File: config.mk
export PLATFORM = sky130hd
export DESIGN_NAME = draw_text_ctl_flat
export DESIGN_NICKNAME = d
export VERILOG_FILES = /design/src/rtl/draw_text_ctl_pkg.sv /design/src/rtl/draw_text_ctl_if.sv /design/src/rtl/draw_text_ctl_delay_line.sv /design/src/rtl/draw_text_ctl.sv /design/src/flat_wrapper.sv
export SDC_FILE = /design/constraint.sdc
export NUM_CORES = 1
export LEC_CHECK = 0
export CAP_MARGIN = 20
export CORE_MARGIN = 2
export CORE_UTILIZATION = 30
export DETAILED_ROUTE_END_ITERATION = 16
export PLACE_DENSITY = 0.52
export SLEW_MARGIN = 40
export SYNTH_ARGS = -nofsm -noshare
export SYNTH_HDL_FRONTEND = slang
export SYNTH_SLANG_ARGS = --single-unit
export TNS_END_PERCENT = 5
File: constraint.sdc
create_clock -name pclk -period 3.7 [get_ports pclk]
set_input_delay 0.925 -clock pclk [delete_from_list [all_inputs] [get_ports pclk]]
set_output_delay 0.925 -clock pclk [all_outputs]
set_load 0.01 [all_outputs]
File: src/rtl/draw_text_ctl_pkg.sv
// text_pkg: shared FSM encoding, box/glyph geometry and pipeline depth for the text overlay
package text_pkg;
   typedef enum logic [1:0] {ST_OFF, ST_REVEAL, ST_SHOWN} state_t;
   localparam int BOX_W = 128;
   localparam int BOX_H = 256;
   localparam int GLYPH_W = 8;
   localparam int GLYPH_H = 16;
   localparam int PIPE_DEPTH = 3;
   localparam logic [8:0] NUM_CHARS = 9'((BOX_W / GLYPH_W) * (BOX_H / GLYPH_H));
   function automatic logic in_box(input logic [10:0] rel_x, input logic [10:0] rel_y);
      return (rel_x < 11'(BOX_W)) && (rel_y < 11'(BOX_H));
   endfunction
endpackage

File: src/rtl/draw_text_ctl_if.sv
// draw_text_ctl_if: one video timing/pixel stream; master drives it, slave consumes it
interface draw_text_ctl_if;
   logic [10:0] hcount;
   logic [10:0] vcount;
   logic        hsync;
   logic        vsync;
   logic        hblnk;
   logic        vblnk;
   logic [11:0] rgb;
   modport master (output hcount, vcount, hsync, vsync, hblnk, vblnk, rgb);
   modport slave  (input  hcount, vcount, hsync, vsync, hblnk, vblnk, rgb);
endinterface

File: src/rtl/draw_text_ctl_delay_line.sv
// delay_line: fixed-latency register chain for sideband signals
module delay_line #(
   parameter int WIDTH = 1,
   parameter int DEPTH = 1
) (
   input  logic             pclk,
   input  logic             rst_n,
   input  logic [WIDTH-1:0] i_d,
   output logic [WIDTH-1:0] o_q
);
   logic [WIDTH-1:0] r_pipe [DEPTH];
   // shift the input through DEPTH registers, all cleared by reset
   always_ff @(posedge pclk or negedge rst_n) begin
      if (!rst_n) begin
         for (int i = 0; i < DEPTH; i++) r_pipe[i] <= '0;
      end else begin
         r_pipe[0] <= i_d;
         for (int i = 1; i < DEPTH; i++) r_pipe[i] <= r_pipe[i-1];
      end
   end
   assign o_q = r_pipe[DEPTH-1];
endmodule

File: src/rtl/draw_text_ctl.sv
// draw_text_ctl: overlays a 16x16-character text page with a per-frame character reveal
module draw_text_ctl import text_pkg::*; #(
   parameter logic [10:0] XPOS       = 11'd64,
   parameter logic [10:0] YPOS       = 11'd64,
   parameter logic [11:0] TEXT_RGB   = 12'h0F0,
   parameter logic [7:0]  REVEAL_DIV = 8'd2
) (
   input  logic                   pclk,
   input  logic                   rst_n,
   draw_text_ctl_if.slave         vid_in,
   draw_text_ctl_if.master        vid_out,
   input  logic                   text_en,
   input  logic                   mode_req,
   output logic [7:0]             char_yx,
   output logic                   rom_mode,
   input  logic [6:0]             char_code,
   output logic [10:0]            font_addr,
   input  logic [7:0]             font_line,
   output logic                   reveal_done
);
   state_t      r_state, w_nstate;
   logic [8:0]  r_cnt, w_ncnt;
   logic [7:0]  r_div, w_ndiv;
   logic        r_mode, w_nmode;
   logic [10:0] w_rel_x, w_rel_y, r_font_addr;
   logic        w_tick, w_wrap, w_hit;
   logic        r_hit1, r_hit2;
   logic [2:0]  r_bit1, r_bit2;
   logic [7:0]  r_font2;
   logic [11:0] w_rgb2, r_rgb3;
   logic [25:0] w_tim;

   assign w_rel_x     = vid_in.hcount - XPOS;
   assign w_rel_y     = vid_in.vcount - YPOS;
   assign char_yx     = {w_rel_y[7:4], w_rel_x[6:3]};
   assign w_tick      = (vid_in.hcount == '0) && (vid_in.vcount == '0);
   assign w_wrap      = r_div == REVEAL_DIV - 8'd1;
   assign w_hit       = in_box(w_rel_x, w_rel_y) && ({1'b0, char_yx} < r_cnt) &&
                        (r_state != ST_OFF) && !(vid_in.hblnk || vid_in.vblnk);
   assign rom_mode    = r_mode;
   assign font_addr   = r_font_addr;
   assign reveal_done = r_state == ST_SHOWN;

   // next state: enable drop wins, then a page change on frame tick, then reveal progress
   always_comb begin
      w_nstate = r_state;
      w_ncnt   = r_cnt;
      w_ndiv   = r_div;
      w_nmode  = r_mode;
      if (!text_en) begin
         w_nstate = ST_OFF;
         w_ncnt   = '0;
         w_ndiv   = '0;
      end else if (w_tick && (mode_req != r_mode)) begin
         w_nmode  = mode_req;
         w_nstate = ST_REVEAL;
         w_ncnt   = '0;
         w_ndiv   = '0;
      end else if (r_state == ST_OFF) begin
         w_nstate = ST_REVEAL;
         w_ncnt   = '0;
         w_ndiv   = '0;
      end else if ((r_state == ST_REVEAL) && w_tick) begin
         w_ndiv   = w_wrap ? '0 : r_div + 8'd1;
         w_ncnt   = (w_wrap && (r_cnt != NUM_CHARS)) ? r_cnt + 9'd1 : r_cnt;
         w_nstate = (w_ncnt == NUM_CHARS) ? ST_SHOWN : ST_REVEAL;
      end
   end

   // FSM state, reveal counter, frame divider and page select registers
   always_ff @(posedge pclk or negedge rst_n) begin
      if (!rst_n) begin
         r_state <= ST_OFF;
         r_cnt   <= '0;
         r_div   <= '0;
         r_mode  <= 1'b0;
      end else begin
         r_state <= w_nstate;
         r_cnt   <= w_ncnt;
         r_div   <= w_ndiv;
         r_mode  <= w_nmode;
      end
   end

   // pixel pipeline: font address issue, font line capture, colour select
   always_ff @(posedge pclk or negedge rst_n) begin
      if (!rst_n) begin
         r_font_addr <= '0;
         r_hit1      <= 1'b0;
         r_bit1      <= '0;
         r_font2     <= '0;
         r_hit2      <= 1'b0;
         r_bit2      <= '0;
         r_rgb3      <= '0;
      end else begin
         r_font_addr <= {char_code, w_rel_y[3:0]};
         r_hit1      <= w_hit;
         r_bit1      <= w_rel_x[2:0];
         r_font2     <= font_line;
         r_hit2      <= r_hit1;
         r_bit2      <= r_bit1;
         r_rgb3      <= (r_hit2 && r_font2[3'd7 - r_bit2]) ? TEXT_RGB : w_rgb2;
      end
   end

   delay_line #(.WIDTH(12), .DEPTH(PIPE_DEPTH - 1)) u_rgb_dly (
      .pclk  (pclk),
      .rst_n (rst_n),
      .i_d   (vid_in.rgb),
      .o_q   (w_rgb2)
   );

   delay_line #(.WIDTH(26), .DEPTH(PIPE_DEPTH)) u_tim_dly (
      .pclk  (pclk),
      .rst_n (rst_n),
      .i_d   ({vid_in.hcount, vid_in.vcount, vid_in.hsync, vid_in.vsync, vid_in.hblnk, vid_in.vblnk}),
      .o_q   (w_tim)
   );

   assign vid_out.hcount = w_tim[25:15];
   assign vid_out.vcount = w_tim[14:4];
   assign vid_out.hsync  = w_tim[3];
   assign vid_out.vsync  = w_tim[2];
   assign vid_out.hblnk  = w_tim[1];
   assign vid_out.vblnk  = w_tim[0];
   assign vid_out.rgb    = r_rgb3;
endmodule
File: src/flat_wrapper.sv
// flat-port wrapper written by rule: the top's interface ports become plain ports
module draw_text_ctl_flat import text_pkg::*;
#(
   parameter logic [10:0] XPOS       = 11'd64,
   parameter logic [10:0] YPOS       = 11'd64,
   parameter logic [11:0] TEXT_RGB   = 12'h0F0,
   parameter logic [7:0]  REVEAL_DIV = 8'd2
)
  (pclk, rst_n, text_en, mode_req, char_yx, rom_mode, char_code, font_addr, font_line, reveal_done, vid_in_hcount, vid_in_vcount, vid_in_hsync, vid_in_vsync, vid_in_hblnk, vid_in_vblnk, vid_in_rgb, vid_out_hcount, vid_out_vcount, vid_out_hsync, vid_out_vsync, vid_out_hblnk, vid_out_vblnk, vid_out_rgb);
  draw_text_ctl_if vid_in_i ();
  draw_text_ctl_if vid_out_i ();
  input  logic pclk;
  input  logic rst_n;
  input  logic text_en;
  input  logic mode_req;
  output logic [7:0] char_yx;
  output logic rom_mode;
  input  logic [6:0] char_code;
  output logic [10:0] font_addr;
  input  logic [7:0] font_line;
  output logic reveal_done;
  input wire logic [$bits(vid_in_i.hcount)-1:0] vid_in_hcount;
  input wire logic [$bits(vid_in_i.vcount)-1:0] vid_in_vcount;
  input wire logic [$bits(vid_in_i.hsync)-1:0] vid_in_hsync;
  input wire logic [$bits(vid_in_i.vsync)-1:0] vid_in_vsync;
  input wire logic [$bits(vid_in_i.hblnk)-1:0] vid_in_hblnk;
  input wire logic [$bits(vid_in_i.vblnk)-1:0] vid_in_vblnk;
  input wire logic [$bits(vid_in_i.rgb)-1:0] vid_in_rgb;
  output wire logic [$bits(vid_out_i.hcount)-1:0] vid_out_hcount;
  output wire logic [$bits(vid_out_i.vcount)-1:0] vid_out_vcount;
  output wire logic [$bits(vid_out_i.hsync)-1:0] vid_out_hsync;
  output wire logic [$bits(vid_out_i.vsync)-1:0] vid_out_vsync;
  output wire logic [$bits(vid_out_i.hblnk)-1:0] vid_out_hblnk;
  output wire logic [$bits(vid_out_i.vblnk)-1:0] vid_out_vblnk;
  output wire logic [$bits(vid_out_i.rgb)-1:0] vid_out_rgb;
  assign vid_in_i.hcount = vid_in_hcount;
  assign vid_in_i.vcount = vid_in_vcount;
  assign vid_in_i.hsync = vid_in_hsync;
  assign vid_in_i.vsync = vid_in_vsync;
  assign vid_in_i.hblnk = vid_in_hblnk;
  assign vid_in_i.vblnk = vid_in_vblnk;
  assign vid_in_i.rgb = vid_in_rgb;
  assign vid_out_hcount = vid_out_i.hcount;
  assign vid_out_vcount = vid_out_i.vcount;
  assign vid_out_hsync = vid_out_i.hsync;
  assign vid_out_vsync = vid_out_i.vsync;
  assign vid_out_hblnk = vid_out_i.hblnk;
  assign vid_out_vblnk = vid_out_i.vblnk;
  assign vid_out_rgb = vid_out_i.rgb;
  draw_text_ctl #(.XPOS(XPOS), .YPOS(YPOS), .TEXT_RGB(TEXT_RGB), .REVEAL_DIV(REVEAL_DIV)) u_core (.pclk(pclk), .rst_n(rst_n), .vid_in(vid_in_i), .vid_out(vid_out_i), .text_en(text_en), .mode_req(mode_req), .char_yx(char_yx), .rom_mode(rom_mode), .char_code(char_code), .font_addr(font_addr), .font_line(font_line), .reveal_done(reveal_done));
endmodule
==> impl_metrics.yaml <==
outcome:
  status: "completed"
timing:
  clock_skew_ns: 0.008147
  max_freq_mhz: 291.8
  finalCritPeriodShare: 0.9263
  finalCriticalPeriod_ns: 3.427
  slew_violations: 0
  rsz0062_at_grt: "false"
  relSlewSlack: 0.5493
  finalSetupViolCount: 0
  hold_ws_ns: 0.3423
  fin_ws_ns: 0.2728
  worst_pin_slew_ns: 0.6761
  hold_viol: 0
  finalSetupTns_ns: 0
floorplanning:
  pin_count: 116
  floorplan.initialDensity: 0.3088
  dieArea_sq_um: 19020
  core_sq_um: 17420
  fp-row-count: 48
  die_x_microns: 137.9
  die_y_microns: 137.9
final_layout:
  n_fill_cell: 1601
  drive_above_1_share: 0.1232
  final_util: 0.4146
  fin_area_sq_um: 7221
  n_antenna_cell: 0
  areaGrowthSynthToFinish_pct: 34.24
  final_nets: 538
power_and_ir_drop:
  internal_power_uw: 3090
  pwr-share-clk: 0.485
  power_density_nw_per_um2: 535.8
  switchingPower_uw: 778.6
  power_leakage_uw: 0.003103
  seqPwrFrac: 0.452
  peakVddDrop_mv: 0.2829
  comb_power_share: 0.063
  switching_share: 0.2012
yosys:
  netlist_area_sq_um: 5379
  synth_ff_type: "dfrtp_1"
  syn_avg_cell_area_sq_um: 14.62
  seq_area_frac_synth: 0.7025
  async_flop_share: 1.000
  syn_nets: 440
  synth.most_common_cell: "dfrtp_1"
  synth-edff-count: 0
  synthTopCellsByCount: "dfrtp_1 (151), buf_4 (32), ha_1 (15), inv_1 (15)"
  synth_seq_cells: 151
  synth.area.top_cells: "dfrtp_1 (70%), buf_4 (4.5%), ha_1 (3.5%)"
  ys_types: 51
  synth_largest_area_cell: "dfrtp_1"
  ys.warnings.count: 0
  synth_top_cell_area_share: 0.7025
  syn_inst: 368
clocking:
  post_cts_resized: 0
  cts_hold_buf: 0
  postCtsSetupBuffers: 0
  insertion_delay_ns: 0.41
  cts_root_buf: "clkbuf_16"
  numClockSinks: 151
  ctsHtreeMaxLevel: 4
  clk_path_buf_depth: 2
  clkTransAtPathRegs_ns: 0.06
  numCtsBuffers: 17
  cts_tree: "built"
worst_setup_path:
  crit_chain: "clkdlybuf4s50_1 > inv_1 > ha_1 > inv_1 > clkdlybuf4s50_1"
  r2r_slack_ns: 1.50
  slowest_delay_ns: 0.55
  critPathCaptureType: "output port"
  rr_worst_depth: 6
  crit_fanout: 4
  start_kind: "input pin"
  crit_type: "input pin to output port"
  worstSetupStartpoint: "vid_in_vcount[6]"
  cp.arrival_ns: 2.50
  cpMaxStageDelayCell: "clkdlybuf4s50_1"
  cp.required_ns: 2.77
  r2r-start: "u_core.r_div[6]$_DFFE_PN0P_"
  r2r-end: "u_core.r_state[0]$_DFFE_PN0P_"
  endpoint: "char_yx[7]"
worst_hold_path:
  min-delay-path-class: "flip-flop to flip-flop"
detailed_routing:
  drt-met1-wl_microns: 4867
  num_vias: 3002
  dr_wl_met2_microns: 4900
  wl_per_cell_microns: 14.94
  wl_microns: 10520
  antenna_left: 0
  drtIter0Drc: 146
  wl_met3_microns: 645
  avgViaCountPerCell: 4.264
  highest_layer: "met4"
  firstDrtPassIters: 4
  drc_errors: 0
flow_run:
  maxCapViolCount: 0
global_routing:
  grt_max_degree: 77
  grt_pass1_vias: 3142
  grt_usage: 0.1178
  antenna_found_initial: 0
  grt.overflow.total: 0
  grt_pass1_wl_microns: 16570
place:
  placed_cell_area_sq_um: 6565
  place.gp.congestion: 0.8445
  pre_cts_ws_ns: 0.2686
  dpl.hpwl_microns: 7545
  io_buffer_count: 115
[how the worst min path moves through the flow]
stage / slack (ns) / endpoint / cells after the start / startpoint
3_5_place_dp: 0.33 / u_core.r_bit2[0]$_DFF_PN0_ / 0 / u_core.r_bit1[0]$_DFF_PN0_
2_1_floorplan: 0.33 / u_core.r_bit2[0]$_DFF_PN0_ / 0 / u_core.r_bit1[0]$_DFF_PN0_
4_1_cts: 0.35 / u_core.u_tim_dly.o_q[5]$_DFF_PN0_ / 0 / u_core.u_tim_dly.r_pipe[31]$_DFF_PN0_
6_report: 0.34 / u_core.u_tim_dly.o_q[14]$_DFF_PN0_ / 0 / u_core.u_tim_dly.r_pipe[40]$_DFF_PN0_
5_1_grt: 0.35 / u_core.u_tim_dly.o_q[14]$_DFF_PN0_ / 0 / u_core.u_tim_dly.r_pipe[40]$_DFF_PN0_
3_3_place_gp: 0.33 / u_core.u_tim_dly.r_pipe[34]$_DFF_PN0_ / 0 / u_core.u_tim_dly.r_pipe[60]$_DFF_PN0_
[power by group through the flow]
stage | Sequential [uW] | Clock (uW) | Combinational, uW
2_1_floorplan | 1780 | 0 | 81.7
3_3_place_gp | 1780 | 0 | 247
3_5_place_dp | 1780 | 0 | 249
4_1_cts | 1750 | 1930 | 250
5_1_grt | 1760 | 2000 | 269
6_report | 1750 | 1880 | 244
[cells by family after synthesis]
| kind of cell | count (synthesis) | share of synthesized area |
|---|---|---|
| AO/OA/AOI/OAI | 33 | 0.04024 |
| XOR/XNOR | 17 | 0.02768 |
| adder cells (fa/ha/maj) | 15 | 0.03489 |
| buffers and inverters | 56 | 0.06350 |
| flip-flops | 151 | 0.7025 |
| multiplexers | 6 | 0.01628 |
| AND/OR/NAND/NOR | 90 | 0.1149 |
[area by class of cell]
type	instances	area [sq um]	share of cell area
Timing Repair Buffer	120	1190	0.1648
Sequential cell	151	3779	0.5233
Clock inverter	12	198.9	0.02755
Tap cell	225	281.5	0.03899
Multi-Input combinational cell	161	1259	0.1743
Clock buffer	20	456.7	0.06325
Inverter	15	56.30	0.007798
[through the flow]
step	std cells	power, uW
6_report	704	3869
3_3_place_gp	672	2024
4_1_cts	704	3928
2_1_floorplan	368	1858
5_1_grt	704	4026
3_5_place_dp	672	2029
[critical path, delay by kind of cell]
| family | cells | cell delay (ns) |
|---|---|---|
| buffers and inverters | 4 | 1.28 |
| adders and majority gates | 1 | 0.30 |
[registers in the layout, summed over array words and instances, names as in the netlist, 8 cells and up]
| name | count |
|---|---|
| u_core.u_tim_dly.o_q | 26 |
| u_core.r_font2 | 8 |
| u_core.r_div | 8 |
| u_core.u_rgb_dly.o_q | 12 |
| u_core.vid_out.rgb | 12 |
| u_core.u_tim_dly.r_pipe | 44 |
| u_core.font_addr | 11 |
| u_core.r_cnt | 9 |
| u_core.u_rgb_dly.r_pipe | 12 |
[layer usage]
layer / vias up / track usage
li1: 1408 / -
met1: 1487 / 0.1540
met2: 99 / 0.1804
met3: 8 / 0.04167
met4: 0 / 0.04422
met5: - / 0
[placed cells by master (no fill, tap or decap), drive strengths merged, types with 8 or more instances in the layout]
cell and n:
clkbuf 20, nand2 10, nor4 9, clkdlybuf4s50 114, inv 15, and2 10, xnor2 11, ha 15
nor2 14, a21oi 8, dfrtp 151
Note: power is estimated with default switching activity, not from simulation.
